File: config.mk
export PLATFORM = sky130hd
export DESIGN_NAME = logic_unit_pipe_flat
export DESIGN_NICKNAME = d
export VERILOG_FILES = /design/src/rtl/logic_unit_if.sv /design/src/rtl/logic_unit_pipe.sv /design/src/flat_wrapper.sv
export SDC_FILE = /design/constraint.sdc
export NUM_CORES = 1
export LEC_CHECK = 0
export BUFFER_PORTS_ARGS = -buffer_cell sky130_fd_sc_hd__buf_2
export CORE_ASPECT_RATIO = 1.25
export CORE_MARGIN = 2
export CORE_UTILIZATION = 54
export DETAILED_ROUTE_END_ITERATION = 16
export PLACE_DENSITY_LB_ADDON = 0.25
export SKIP_CTS_REPAIR_TIMING = 1
export SYNTH_ARGS = -nofsm -noshare
export SYNTH_HDL_FRONTEND = slang
export SYNTH_SLANG_ARGS = --single-unit
File: constraint.sdc
create_clock -name clk -period 2.4 [get_ports clk]
set_input_delay 0.72 -clock clk [delete_from_list [all_inputs] [get_ports clk]]
set_output_delay 0.72 -clock clk [all_outputs]
set_load 0.02 [all_outputs]
File: src/rtl/logic_unit_if.sv
// Request/response bundle for the pipelined logic unit.
// Handshake: a transfer happens on a rising edge where valid and ready are both 1;
// the producer holds its payload stable while valid=1 and ready=0, and ready may
// depend combinationally on the downstream ready (never on the payload).
interface logic_unit_if #(
  parameter int WIDTH = 8
);
  logic             in_valid;
  logic             in_ready;
  logic [WIDTH-1:0] a;
  logic [WIDTH-1:0] b;
  logic [2:0]       op;
  logic             out_valid;
  logic             out_ready;
  logic [WIDTH-1:0] y;
  logic             y_zero;
  logic             y_ones;

  // Request source / result consumer side.
  modport master (
    output in_valid, a, b, op, out_ready,
    input  in_ready, out_valid, y, y_zero, y_ones
  );

  // The logic unit itself.
  modport slave (
    input  in_valid, a, b, op, out_ready,
    output in_ready, out_valid, y, y_zero, y_ones
  );
endinterface

File: src/rtl/logic_unit_pipe.sv
// WIDTH-bit bitwise logic unit with run-time op select behind an elastic
// LATENCY-stage valid/ready pipeline. Zero/all-ones flags are computed once
// at capture and travel alongside the data.
module logic_unit_pipe #(
  parameter int WIDTH   = 8,
  parameter int LATENCY = 2
) (
  input logic         clk,
  input logic         rst,
  logic_unit_if.slave bus
);

  logic [LATENCY-1:0] vld;
  logic [LATENCY-1:0] ld;
  logic [LATENCY-1:0] zf;
  logic [LATENCY-1:0] of;
  logic [WIDTH-1:0]   dat [LATENCY];

  logic [LATENCY-1:0] src_v;
  logic [LATENCY-1:0] src_z;
  logic [LATENCY-1:0] src_o;
  logic [WIDTH-1:0]   src_d [LATENCY];
  logic [WIDTH-1:0]   res;

  // Bitwise result of the request currently on the input side.
  always_comb begin
    res = '0;
    case (bus.op)
      3'd0:    res = bus.a & bus.b;
      3'd1:    res = ~(bus.a & bus.b);
      3'd2:    res = bus.a | bus.b;
      3'd3:    res = ~(bus.a | bus.b);
      3'd4:    res = bus.a ^ bus.b;
      3'd5:    res = ~(bus.a ^ bus.b);
      3'd6:    res = ~bus.a;
      default: res = bus.a;
    endcase
  end

  // A stage may load when the consumer is taking data or any stage at or
  // after it is empty; this lets bubbles collapse under a stall.
  always_comb begin
    ld = '0;
    for (int k = 0; k < LATENCY; k++) begin
      ld[k] = bus.out_ready;
      for (int j = k; j < LATENCY; j++) begin
        if (!vld[j]) ld[k] = 1'b1;
      end
    end
  end

  // What each stage would capture: the new request for stage 0, the previous
  // stage's contents otherwise.
  always_comb begin
    src_v    = '0;
    src_z    = '0;
    src_o    = '0;
    src_v[0] = bus.in_valid;
    src_d[0] = res;
    src_z[0] = (res == '0);
    src_o[0] = (res == '1);
    for (int k = 1; k < LATENCY; k++) begin
      src_v[k] = vld[k-1];
      src_d[k] = dat[k-1];
      src_z[k] = zf[k-1];
      src_o[k] = of[k-1];
    end
  end

  // Pipeline registers; payload only updates when a valid item moves in.
  always_ff @(posedge clk) begin
    if (rst) begin
      vld <= '0;
      zf  <= '0;
      of  <= '0;
      for (int k = 0; k < LATENCY; k++) dat[k] <= '0;
    end else begin
      for (int k = 0; k < LATENCY; k++) begin
        if (ld[k]) begin
          vld[k] <= src_v[k];
          if (src_v[k]) begin
            dat[k] <= src_d[k];
            zf[k]  <= src_z[k];
            of[k]  <= src_o[k];
          end
        end
      end
    end
  end

  assign bus.in_ready  = ld[0];
  assign bus.out_valid = vld[LATENCY-1];
  assign bus.y         = dat[LATENCY-1];
  assign bus.y_zero    = zf[LATENCY-1];
  assign bus.y_ones    = of[LATENCY-1];

endmodule

File: src/flat_wrapper.sv
// flat-port wrapper written by rule: the top's interface ports become plain ports
module logic_unit_pipe_flat 
#(
  parameter int WIDTH   = 8,
  parameter int LATENCY = 2
)
  (clk, rst, bus_in_valid, bus_a, bus_b, bus_op, bus_out_ready, bus_in_ready, bus_out_valid, bus_y, bus_y_zero, bus_y_ones);
  logic_unit_if #(.WIDTH(WIDTH)) bus_i ();
  input logic clk;
  input logic rst;
  input wire logic [$bits(bus_i.in_valid)-1:0] bus_in_valid;
  input wire logic [$bits(bus_i.a)-1:0] bus_a;
  input wire logic [$bits(bus_i.b)-1:0] bus_b;
  input wire logic [$bits(bus_i.op)-1:0] bus_op;
  input wire logic [$bits(bus_i.out_ready)-1:0] bus_out_ready;
  output wire logic [$bits(bus_i.in_ready)-1:0] bus_in_ready;
  output wire logic [$bits(bus_i.out_valid)-1:0] bus_out_valid;
  output wire logic [$bits(bus_i.y)-1:0] bus_y;
  output wire logic [$bits(bus_i.y_zero)-1:0] bus_y_zero;
  output wire logic [$bits(bus_i.y_ones)-1:0] bus_y_ones;
  assign bus_i.in_valid = bus_in_valid;
  assign bus_i.a = bus_a;
  assign bus_i.b = bus_b;
  assign bus_i.op = bus_op;
  assign bus_i.out_ready = bus_out_ready;
  assign bus_in_ready = bus_i.in_ready;
  assign bus_out_valid = bus_i.out_valid;
  assign bus_y = bus_i.y;
  assign bus_y_zero = bus_i.y_zero;
  assign bus_y_ones = bus_i.y_ones;
  logic_unit_pipe #(.WIDTH(WIDTH), .LATENCY(LATENCY)) u_core (.clk(clk), .rst(rst), .bus(bus_i));
endmodule
==> results by stage, run 1 <==
Layout:
- The multi-input logic area is 768 um2.
- After routing the design area is 0.00172 mm2.
- The layout overhead on the synthesized area is 9.82%.
- The final net count is between 200 and 250.
- The share of final-layout standard cells stronger than drive strength 1 is 0.262.
- Fill cells in the final layout number 249.
- The antenna diode count is 0.
- The sequential cells in the finished layout cover a total of between 600 and 700 um2.

Floorplan:
- In this run the horizontal extent of the chip is around 52 um.
- The core region is between 0.002 and 0.003 mm2.
- Row generation in the floorplan step produced 21 rows.
- The total die area is 0.00335 mm2.
- The height of the die is 64.2 um.
- 35 I/O pins were placed.
- The starting density of the core is 0.573.

GRT:
- The global-route wire length before repair is approximately 3800 um.
- For this run, the total global-route usage over all layers was measured as 0.146.
- The number of antenna violations at the first check in global routing is 0.
- The number of global-route vias before repair is 938.
- The pin count of the biggest net entering global routing is 13.
- The total congestion overflow after global routing is 0.

Synth:
- The count of flip-flops with a built-in enable after synthesis is 16.
- The commonest register cell after synthesis is sky130_fd_sc_hd__edfxtp_1.
- sky130_fd_sc_hd__edfxtp_1 takes more of the synthesized area than any other cell.
- The share of the Yosys chip area taken by registers is 0.383.
- The commonest cells after synthesis are sky130_fd_sc_hd__inv_1 (28), sky130_fd_sc_hd__edfxtp_1 (16), sky130_fd_sc_hd__ha_1 (16).
- The synthesis warning total is 0.
- The number of nets handed over by synthesis was 181.
- The average footprint of a synthesized cell is 11.0 um2.
- The share of synthesized area in the top cell type comes to 0.307.
- After synthesis the cells add up to 0.00157 mm2.
- Yosys attributes the largest share of cell area to sky130_fd_sc_hd__edfxtp_1 (31%), sky130_fd_sc_hd__ha_1 (13%), sky130_fd_sc_hd__mux4_1 (8.4%).
- The cell with the most instances after synthesis is sky130_fd_sc_hd__inv_1.
- For this run, asynchronously set or reset flops after synthesis account for 0.
- The post-synthesis instance total is 142.
- In this run, distinct cell masters in the synthesized netlist total 28.
- The number of flip-flops and latches in the synthesized netlist is 22.

Critical path:
- The endpoint required time on the critical path is ~2.6 ns.
- Setup slack on the worst reg-to-reg path comes out at 0.81 ns.
- The delay of the slowest cell on the worst path is 0.49 ns.
- The critical path buffer and inverter count is 2.
- Counting cells, the worst reg-to-reg path comes to 6.
- Along the worst path, the maximum fanout reaches 3.
- The worst setup path is launched from an input pin.
- The worst setup path is captured at a flop.
- The arrival time at the worst endpoint is 2.39 ns.
- The critical path goes through buf_2 > inv_1 > ha_1 > mux4_2 > xnor2_2 > or3_2 > o31ai_1.
- In this run the critical register-to-register path is launched from u_core.vld[1]$_SDFFE_PP0N_.
- On the critical path, the stage with the largest delay is an instance of sky130_fd_sc_hd__mux4_2.
- The destination of the worst register-to-register timing path is u_core.of[0]$_SDFFE_PP0P_.
- The category of the critical setup timing path is in -> reg.
- The kind of cell with the highest combined delay on the critical path is multiplexers.

Drt:
- The routed via count divided by cell count is 5.01.
- The count of unresolved DRC violations after routing is 0.
- For this block, the via count after detailed routing is 1013.
- The number of iterations in the first detailed-routing pass is 4.
- The total detailed-routing wirelength is 2210 um.
- The wire length per cell is 10.9 um.
- In this run, the number of DRC markers left after iteration 0 of detailed routing was 19.
- Once detail routing completed, the nets flagged for antenna violations numbered 0.

Place:
- The number of input and output port buffers inserted is 34.
- At the end of routability-driven placement, the weighted congestion stood at 0.683.
- The cell area reported after detailed placement is 0.00169 mm2.
- Summed over all nets, the half-perimeter wirelength after detailed placement is 1940 um.

CTS:
- The CTS tree is yes.
- Clock tree synthesis selected as its root buffer the cell sky130_fd_sc_hd__clkbuf_4.
- The later pin in the worst-skew pair is clocked with a latency of 0.29 ns.
- The CTS sink count is 22.
- The number of buffers inserted during clock tree synthesis is 3.
- After clock tree synthesis, the clock-pin slew on the worst setup and hold paths is 0.11 ns.
- The maximum number of buffers from clock root to sink is 2.
- The deepest level of the CTS H-tree is 1.

Timing:
- Of the available clock period, the critical path in the final layout requires 0.912.
- The final setup skew is 0.00292 ns.
- Setup repair after global routing left no endpoint under its margin.
- At the pin with the least slew margin, the transition time is 0.639 ns.
- The remaining max-slew budget at the tightest pin is 0.570.
- The final hold violation count is 0.
- The total of endpoints with negative setup slack in the final report is 0.
- Across all hold checks on the routed design, the worst slack comes to 0.500 ns.
- Based on the critical path, the design can be clocked at up to 0.457 GHz.
- The number of slew-limit violations in the final report is 0.
- The clock period minus worst slack is 2.19 ns.

Run status:
- The flow ran to the end, and the final reports show no timing, DRC or antenna violations.

Power:
- Power spread over the standard cell area amounts to roughly 460 mW/mm2.
- IR analysis of the VDD net gives a maximum drop of 0.000275 V.
- The leakage power total is between 0.0008 and 0.0009 uW.
- The overall power after layout is 795 uW.

Flow run:
- The max-cap check violation count is 0.

Hold path:
- The min-delay analysis places its worst path in the category reg -> reg.
- The worst min-delay path endpoint is u_core.zf[1]$_SDFFE_PP0P_.
- The worst hold path passes through 2 cells.
- In this run the most critical hold path is launched from u_core.zf[1]$_SDFFE_PP0P_.
-- worst max-delay path by stage --
stage | endpoint | slack, ns | from | depth (start not counted)
after detailed placement | u_core.of[0]$_SDFFE_PP0P_ | -0.1 | bus_b[0] | 7
after global placement | u_core.of[0]$_SDFFE_PP0P_ | -0.009 | bus_b[0] | 7
after CTS | u_core.of[0]$_SDFFE_PP0P_ | 0.21 | bus_b[0] | 7
final | u_core.of[0]$_SDFFE_PP0P_ | 0.21 | bus_b[0] | 7
after global routing | u_core.of[0]$_SDFFE_PP0P_ | 0.12 | bus_b[5] | 8
after floorplan | u_core.of[0]$_SDFFE_PP0P_ | 0.11 | bus_b[0] | 6
-- worst min-delay path, cell delays in order (launching register included) --
cell and delay, ns:
sky130_fd_sc_hd__dfxtp_1 0.34, sky130_fd_sc_hd__mux2i_1 0.06, sky130_fd_sc_hd__nor2_1 0.07
-- per-stage QoR --
step / cells / TNS [ns] / utilization / worst slack (ns)
4_1_cts: 202 / 0 / 0.630 / 0.206
3_3_place_gp: 198 / -0.00907 / 0.620 / -0.00907
2_1_floorplan: 142 / 0 / - / 0.110
6_report: 202 / 0 / 0.630 / 0.212
5_1_grt: 202 / 0 / 0.630 / 0.116
3_5_place_dp: 198 / -0.160 / 0.620 / -0.0995
-- final cells by class --
type                    count  area share
clock buffers               4      0.0153
inverters                  28      0.0611
repair buffers             35       0.103
well taps                  34      0.0247
flip-flops and latches     22       0.349
multi-input cells          79       0.447
-- layer usage --
layer / up-vias / GRT usage / routed length (um)
met3: 2 / 0.00701 / 93
li1: 516 / - / -
met1: 468 / 0.146 / 766
met2: 27 / 0.297 / 1320
met4: 0 / 0.0577 / 27
met5: - / 0 / 0
-- report_power, final --
group / internal (uW) / switching [uW] / total (uW)
Clock: 64.5 / 96.6 / 161
Combinational: 88.5 / 100 / 189
Sequential: 439 / 5.96 / 445
Total: 592 / 203 / 795
-- cells in the final DEF, fill, tap and decap left out --
cell type                  count
sky130_fd_sc_hd__o31ai_1       2
sky130_fd_sc_hd__edfxtp_1     16
sky130_fd_sc_hd__nand3b_1      2
sky130_fd_sc_hd__or3_2         1
sky130_fd_sc_hd__nor4_2        1
sky130_fd_sc_hd__xor2_1        3
sky130_fd_sc_hd__and4_1        1
sky130_fd_sc_hd__buf_4         1
sky130_fd_sc_hd__dfxtp_1       6
sky130_fd_sc_hd__nor2b_1       1
sky130_fd_sc_hd__mux2i_1       6
sky130_fd_sc_hd__buf_2        34
sky130_fd_sc_hd__nand2b_1      3
sky130_fd_sc_hd__and3_1        1
sky130_fd_sc_hd__xnor2_1       4
sky130_fd_sc_hd__nor3_1        2
sky130_fd_sc_hd__or3b_1        1
sky130_fd_sc_hd__inv_1        28
sky130_fd_sc_hd__mux4_1        5
sky130_fd_sc_hd__nand2_1       1
sky130_fd_sc_hd__mux4_2        3
sky130_fd_sc_hd__clkbuf_1      1
sky130_fd_sc_hd__clkbuf_4      3
sky130_fd_sc_hd__xnor2_2       1
sky130_fd_sc_hd__and2_1        9
sky130_fd_sc_hd__ha_1         16
sky130_fd_sc_hd__nor2_1       15
sky130_fd_sc_hd__or3_1         1
-- state kept, by name (all words and copies together) (netlist names) --
signal / cells
u_core.of: 2
u_core.zf: 2
u_core.dat: 16
u_core.vld: 2
-- kinds of logic after synthesis --
| group | Yosys count | share of synthesized area |
|---|---|---|
| XOR/XNOR | 8 | 0.0495 |
| AO/OA/AOI/OAI | 2 | 0.00958 |
| flip-flops | 22 | 0.383 |
| adder cells (fa/ha/maj) | 16 | 0.128 |
| multiplexers | 14 | 0.165 |
| buffers and inverters | 41 | 0.126 |
| AND/OR/NAND/NOR | 39 | 0.138 |
(Power assumes the default switching activity.)
==> inputs of run 2 (changes only) <==
--- a/config.mk
+++ b/config.mk
@@ -11,7 +11,9 @@
 export CORE_UTILIZATION = 54
 export DETAILED_ROUTE_END_ITERATION = 16
 export PLACE_DENSITY_LB_ADDON = 0.25
+export RECOVER_POWER = 100
 export SKIP_CTS_REPAIR_TIMING = 1
 export SYNTH_ARGS = -nofsm -noshare
 export SYNTH_HDL_FRONTEND = slang
 export SYNTH_SLANG_ARGS = --single-unit
+export TNS_END_PERCENT = 100
==> results by stage, run 2 (synthesis gave the netlist of run 1 again) <==
Run status:
- The run finished with clean final reports.

Floorplan:
- The number of placed I/O pins is 35 (unchanged).
- The width of the chip is 52.2 um (unchanged).
- The number of placement rows is 21 (unchanged).
- The total die area is 0.00335 mm2 (unchanged).
- The height of the die came to 64.2 um (unchanged).
- The total core area was 0.00273 mm2 (unchanged).
- The starting density of the core is 0.573 (unchanged).

CTS:
- The clock tree root buffer cell is sky130_fd_sc_hd__clkbuf_4.
- The deepest level of the CTS H-tree is 1 (unchanged).
- The number of buffers inserted during clock tree synthesis is 3 (unchanged).
- The CTS sink count is 22 (unchanged).
- The CTS tree is yes.
- The maximum number of buffers from clock root to sink is 2 (unchanged).
- The clock latency at the later pin of the worst-skew pair was 0.29 ns (about the same).
- The clock-pin slew on the worst setup and hold paths came to 0.11 ns (about the same).

Drt:
- The count of unresolved DRC violations after routing was 0 (unchanged).
- The routed via count divided by cell count is 5.01 (unchanged).
- The number of iterations in the first detailed-routing pass was 4 (unchanged).
- The wire length per cell was 11.1 um (+1.9%).
- The total detailed-routing wirelength came to 2250 um (+1.9%).
- The post-detailed-route count of antenna-violating nets is 0 (unchanged).
- The starting DRC count in detailed routing is 12 (-7).
- The total via count after detailed routing came to 1013 (unchanged).

Place:
- The placed wire-length estimate after detailed placement is 1940 um (unchanged).
- The cell area reported after detailed placement was 0.00169 mm2 (unchanged).
- The worst setup slack before clock tree synthesis was -0.0995 ns (unchanged).
- The placer congestion estimate is 0.683 (unchanged).
- The number of input and output port buffers inserted is 34 (unchanged).

Power:
- The net switching power figure came to 205 uW (+0.81%).
- The worst voltage drop across the vdd grid was 0.000276 V (+0.46%).
- The sequential share of power is 0.564 (+0.005).
- The leakage power total was 0.000788 uW (-8.4%).
- The switching fraction of total power is 0.259 (+0.00382).
- The power density over cell area was 467 mW/mm2 (+1.1%).
- The total internal power is 585 uW (-1.2%).
- The fraction of power consumed by the clock network came to 0.206 (+0.003).
- The combinational share of power was 0.230 (-0.008).

GRT:
- The pin count of the biggest net entering global routing is 13 (unchanged).
- The met1 global-route usage is 0.146 (unchanged).
- The met3 track utilization from global routing is 0.00701 (unchanged).
- The global-route wire length before repair is 3770 um (unchanged).
- The global routing stage identified its most utilized layer as met2.
- The total congestion overflow after global routing was 0 (unchanged).
- The number of global-route vias before repair came to 938 (unchanged).
- The met2 demand-to-capacity share in global routing is 0.297 (unchanged).
- The number of antenna violations at the first check in global routing is 0 (unchanged).
- The global routing usage summed across all routing layers is 0.146 (unchanged).

Timing:
- Setup repair after global routing left no endpoint under its margin.
- The total of endpoints with negative setup slack in the final report is 0 (unchanged).
- The post-layout worst setup margin was 0.201 ns (-0.0106 ns).
- The number of slew-limit violations in the final report is 0 (unchanged).
- The final hold violation count is 0 (unchanged).
- The clock period minus worst slack is 2.20 ns (+0.0106 ns).
- The final setup skew is 0.00177 ns (-0.00115 ns).
- The remaining max-slew budget at the tightest pin was 0.555 (-0.0152).
- The final cycle utilization of the critical path was 0.916 (+0.00440).
- The achievable clock frequency is 0.455 GHz (-0.48%).
- The total negative setup slack is 0 ns (unchanged).
- The slew at the pin closest to its max-slew limit is 0.662 ns (+0.0226 ns).
- The worst slack on hold paths is 0.502 ns (+0.00167 ns).

Critical path:
- The critical path starts at bus_b[1].
- The reg-to-reg startpoint is u_core.vld[1]$_SDFFE_PP0N_.
- The endpoint required time on the critical path was 2.61 ns (about the same).
- The setup path with the least slack is of type in -> reg.
- The worst setup path is captured at a flop.
- The maximum fanout count along the critical path is 3 (unchanged).
- The arrival time at the worst endpoint is 2.41 ns (+0.02 ns).
- The critical path launch point type is an input pin.

Layout:
- The final net count is 208 (unchanged).
- The antenna diode count came to 0 (unchanged).
- The sequential standard cell area came to 601 um2 (unchanged).
- In the layout the commonest cells are sky130_fd_sc_hd__inv_1 (28), sky130_fd_sc_hd__clkbuf_1 (19), sky130_fd_sc_hd__ha_1 (16), sky130_fd_sc_hd__buf_2 (16), sky130_fd_sc_hd__edfxtp_1 (16).
- The multi-input logic area was 761 um2 (-0.98%).
- The register with the highest flop count is u_core.dat.
- The commonest non-fill, non-tap cell in the layout is sky130_fd_sc_hd__inv_1.
- The layout overhead on the synthesized area is 7.91%.
- The share of final-layout standard cells stronger than drive strength 1 came to 0.149 (-0.113).
- The number of flip-flops under the largest register name is 16 (unchanged).
- The final design instance area without fill came to 0.00169 mm2 (-1.7%).
- The fill cell instance count of the final layout was 256 (+2.8%).

Flow run:
- The max-cap check violation count is 0 (unchanged).

Hold path:
- The startpoint identified for the worst hold timing path is u_core.zf[0]$_SDFFE_PP0P_.
- The path class of the tightest hold or removal check is reg -> reg.
[run 2: per-stage QoR]
stage / std cells / utilization / total power (uW)
2_1_floorplan: 142 / - / 604
3_3_place_gp: 198 / 0.620 / 632
3_5_place_dp: 198 / 0.620 / 646
4_1_cts: 202 / 0.630 / 805
5_1_grt: 202 / 0.619 / 834
6_report: 202 / 0.619 / 789
[run 2: worst paths after layout]
| check | to | cells past startpoint | slack [ns] |
|---|---|---|---|
| worst max-delay path | u_core.zf[0]$_SDFFE_PP0P_ | 7 | 0.20 |
| worst min register to register | u_core.zf[0]$_SDFFE_PP0P_ | 2 | 0.50 |
| worst min-delay path | u_core.zf[0]$_SDFFE_PP0P_ | 2 | 0.50 |
| worst max register to register | u_core.of[0]$_SDFFE_PP0P_ | 6 | 0.77 |
[run 2: metal layers]
| metal | part of all wire | vias to the layer above |
|---|---|---|
| met5 | 0 | - |
| met4 | 0.012 | 0 |
| met3 | 0.044 | 2 |
| met2 | 0.59 | 25 |
| met1 | 0.36 | 470 |
| li1 | - | 516 |
[run 2: layout make-up]
class,count,area share
clock buffers,4,0.0155
flip-flops and latches,22,0.355
repair buffers,35,0.0918
well taps,34,0.0252
multi-input cells,79,0.450
inverters,28,0.0622
[run 2: power by group through the flow]
stage	combinational (uW)	sequential, uW	clock [uW]
floorplan	151	453	0
global placement	180	452	0
detailed placement	192	454	0
CTS	193	445	167
global route	205	448	181
finish	181	445	163
[run 2: worst max-delay path: stages]
cell	delay, ns
sky130_fd_sc_hd__clkbuf_1	0.10
sky130_fd_sc_hd__inv_1	0.05
sky130_fd_sc_hd__ha_1	0.28
sky130_fd_sc_hd__mux4_1	0.56
sky130_fd_sc_hd__nor4_2	0.30
sky130_fd_sc_hd__mux2i_1	0.15
sky130_fd_sc_hd__o31ai_1	0.24
==> inputs of run 3 (changes only) <==
--- a/config.mk
+++ b/config.mk
@@ -10,8 +10,9 @@
 export CORE_MARGIN = 2
 export CORE_UTILIZATION = 54
 export DETAILED_ROUTE_END_ITERATION = 16
-export PLACE_DENSITY_LB_ADDON = 0.25
+export PLACE_DENSITY = 0.8
 export RECOVER_POWER = 100
+export SETUP_SLACK_MARGIN = 0.5
 export SKIP_CTS_REPAIR_TIMING = 1
 export SYNTH_ARGS = -nofsm -noshare
 export SYNTH_HDL_FRONTEND = slang
==> results by stage, run 3 (synthesis gave the netlist of run 1 again) <==
GRT:
- The met1 global-route usage is 0.156 (+0.0100).
- The met3 track utilization from global routing is 0.0164 (+0.00935).
- The number of global-route vias before repair is 1125 (+20%).
- The number of antenna violations at the first check in global routing is 0 (unchanged).
- The met2 demand-to-capacity share in global routing is 0.380 (+0.0823).
- The layer carrying the most global-route usage is met2.
- The global-route wire length before repair is 4490 um (+19%).
- The global routing usage summed across all routing layers is 0.175 (+0.0286).
- The total congestion overflow after global routing is 0 (unchanged).
- The pin count of the biggest net entering global routing is 13 (unchanged).

Power:
- The power density over cell area is 433 mW/mm2 (-7.3%).
- The worst voltage drop across the vdd grid is 0.000243 V (-12%).
- The leakage power total came to 0.000839 uW (+6.4%).

Critical path:
- The largest individual stage delay along the critical path comes from the cell sky130_fd_sc_hd__clkdlybuf4s25_1.
- The worst setup path is captured at an output pin.
- The worst setup path is launched from an input pin.
- The worst-case reg-to-reg path depth is 5 (-1).
- The endpoint required time on the critical path is 1.68 ns (-0.93 ns).
- The category of the critical setup timing path is in -> out.
- The arrival time at the worst endpoint is 1.48 ns (-0.93 ns).
- The delay of the slowest cell on the worst path came to 0.24 ns (-0.32 ns).
- The number of logic stages on the critical path including buffering is 5 (-2).
- The critical path buffer and inverter count is 3 (+1).
- Walking the worst path, the cells encountered are clkdlybuf4s25_1 > nor2b_1 > and2_0 > inv_2 > buf_6.
- The maximum fanout count along the critical path was 2 (-1).
- The kind of cell with the highest combined delay on the critical path is buffers and inverters.

Run status:
- The flow ran to the end, and the final reports show no timing, DRC or antenna violations.

Layout:
- The final net count was 216 (+3.8%).
- Leaving out fill and tap cells, the most frequent cell in the layout is sky130_fd_sc_hd__clkbuf_1.
- The top cell types in the final layout, fill and taps aside, are sky130_fd_sc_hd__clkbuf_1 (18), sky130_fd_sc_hd__edfxtp_1 (16), sky130_fd_sc_hd__nor2_1 (15), sky130_fd_sc_hd__buf_2 (10), sky130_fd_sc_hd__and2_0 (9).
- The antenna diode count is 0 (unchanged).
- The layout overhead on the synthesized area is 28.7%.
- The register with the highest flop count is u_core.dat.
- The number of cells in the finished layout apart from fillers is 210 (+4.0%).
- The number of flip-flops under the largest register name is 16 (unchanged).
- The share of final-layout standard cells stronger than drive strength 1 is 0.386 (+0.238).

Drt:
- The total detailed-routing wirelength is 2680 um (+19%).
- The wire length per cell is 12.8 um (+15%).
- The routed via count divided by cell count was 5.15 (+2.6%).
- The total via count after detailed routing is 1081 (+6.7%).
- The starting DRC count in detailed routing is 7 (-5).
- The post-detailed-route count of antenna-violating nets is 0 (unchanged).
- The count of unresolved DRC violations after routing was 0 (unchanged).
- The number of iterations in the first detailed-routing pass is 4 (unchanged).

Timing:
- Setup repair after global routing could not meet its margin everywhere.
- The number of slew-limit violations in the final report is 0 (unchanged).
- The clock period minus worst slack is 2.20 ns (-0.00165 ns).
- The slew at the pin closest to its max-slew limit was 0.584 ns (-0.0782 ns).
- The remaining max-slew budget at the tightest pin was 0.608 (+0.0526).
- The total of endpoints with negative setup slack in the final report was 0 (unchanged).
- The final cycle utilization of the critical path is 0.915 (about the same).
- The achievable clock frequency is 0.455 GHz (about the same).
- The final hold violation count is 0 (unchanged).
- The final setup skew is 0.00205 ns (+0.000283 ns).
- The worst slack on hold paths is 0.508 ns (+0.00580 ns).

Place:
- The placed wire-length estimate after detailed placement was 2210 um (+14%).
- The number of placed instances with taps included is 200 (+1.0%).
- The placer congestion estimate is 0.663 (-2.9%).
- The number of input and output port buffers inserted was 34 (unchanged).

Floorplan:
- The number of placed I/O pins came to 35 (unchanged).
- The height of the die is 64.2 um (unchanged).
- The width of the chip was 52.2 um (unchanged).
- The starting density of the core is 0.573 (unchanged).
- The number of placement rows came to 21 (unchanged).
- The total core area was 0.00273 mm2 (unchanged).
- The total die area is 0.00335 mm2 (unchanged).

Hold path:
- The worst hold path class is reg -> reg.
- The number of instances on the worst hold path is 2 (unchanged).

CTS:
- The number of buffers inserted during clock tree synthesis is 3 (unchanged).
- The CTS tree is yes.
- The CTS sink count was 22 (unchanged).
- The deepest level of the CTS H-tree is 1 (unchanged).
- The clock-pin slew on the worst setup and hold paths was 0.11 ns (about the same).
- The clock latency at the later pin of the worst-skew pair is 0.29 ns (about the same).
- The maximum number of buffers from clock root to sink came to 2 (unchanged).
- The clock tree root buffer cell is sky130_fd_sc_hd__clkbuf_4.

Flow run:
- The max-cap check violation count is 0 (unchanged).
==> run 3: cell count changes in the layout (fill, tap and decap cells not counted), moves of 5 or more <==
cell | before | now
sky130_fd_sc_hd__buf_2 | 16 | 10
sky130_fd_sc_hd__buf_4 | 0 | 5
sky130_fd_sc_hd__ha_1 | 16 | 8
sky130_fd_sc_hd__ha_4 | 0 | 8
sky130_fd_sc_hd__inv_1 | 28 | 8
sky130_fd_sc_hd__inv_2 | 0 | 8
sky130_fd_sc_hd__mux4_1 | 5 | 0
sky130_fd_sc_hd__mux4_2 | 3 | 8
==> run 3: report_power, final <==
part           switching [uW]  internal (uW)
Clock                     102           64.6
Combinational             134            127
Sequential               7.05            439
==> run 3: metrics by stage <==
stage / area, um2 / TNS, ns / power (uW) / worst slack, ns / utilization
final: 2020 / 0 / 872 / 0.203 / 0.738
after global routing: 2020 / 0 / 920 / 0.176 / 0.738
after detailed placement: 1890 / -0.183 / 696 / -0.133 / 0.690
after floorplan: 1730 / 0 / 629 / 0.159 / -
after global placement: 1890 / -0.0493 / 678 / -0.0493 / 0.690
after CTS: 1910 / 0 / 857 / 0.181 / 0.700
==> run 3: cell type report <==
class,count,area [um2]
clock buffer,4,26.3
fill,205,717
inverter,28,188
multi-input combinational,79,867
sequential,22,601
tap,34,42.5
timing repair buffer,43,292
==> run 3: per-layer routing <==
metal / vias to the layer above / part of all wire
met5: - / 0
met3: 4 / 0.041
met1: 525 / 0.33
li1: 525 / -
met2: 27 / 0.62
met4: 0 / 0.012
==> run 3: final timing paths <==
path | startpoint | endpoint | slack [ns]
setup / recovery | bus_out_ready | bus_in_ready | 0.20
hold / removal | u_core.zf[0]$_SDFFE_PP0P_ | u_core.zf[0]$_SDFFE_PP0P_ | 0.51
setup reg to reg | u_core.vld[1]$_SDFFE_PP0N_ | u_core.dat[0][13]$_SDFFCE_PN0P_ | 0.75
hold reg to reg | u_core.zf[0]$_SDFFE_PP0P_ | u_core.zf[0]$_SDFFE_PP0P_ | 0.51
==> run 3: tightest hold or removal path: stages, from the launching register on <==
cell,delay [ns]
sky130_fd_sc_hd__dfxtp_1,0.33
sky130_fd_sc_hd__nand3b_1,0.08
sky130_fd_sc_hd__o31ai_1,0.06
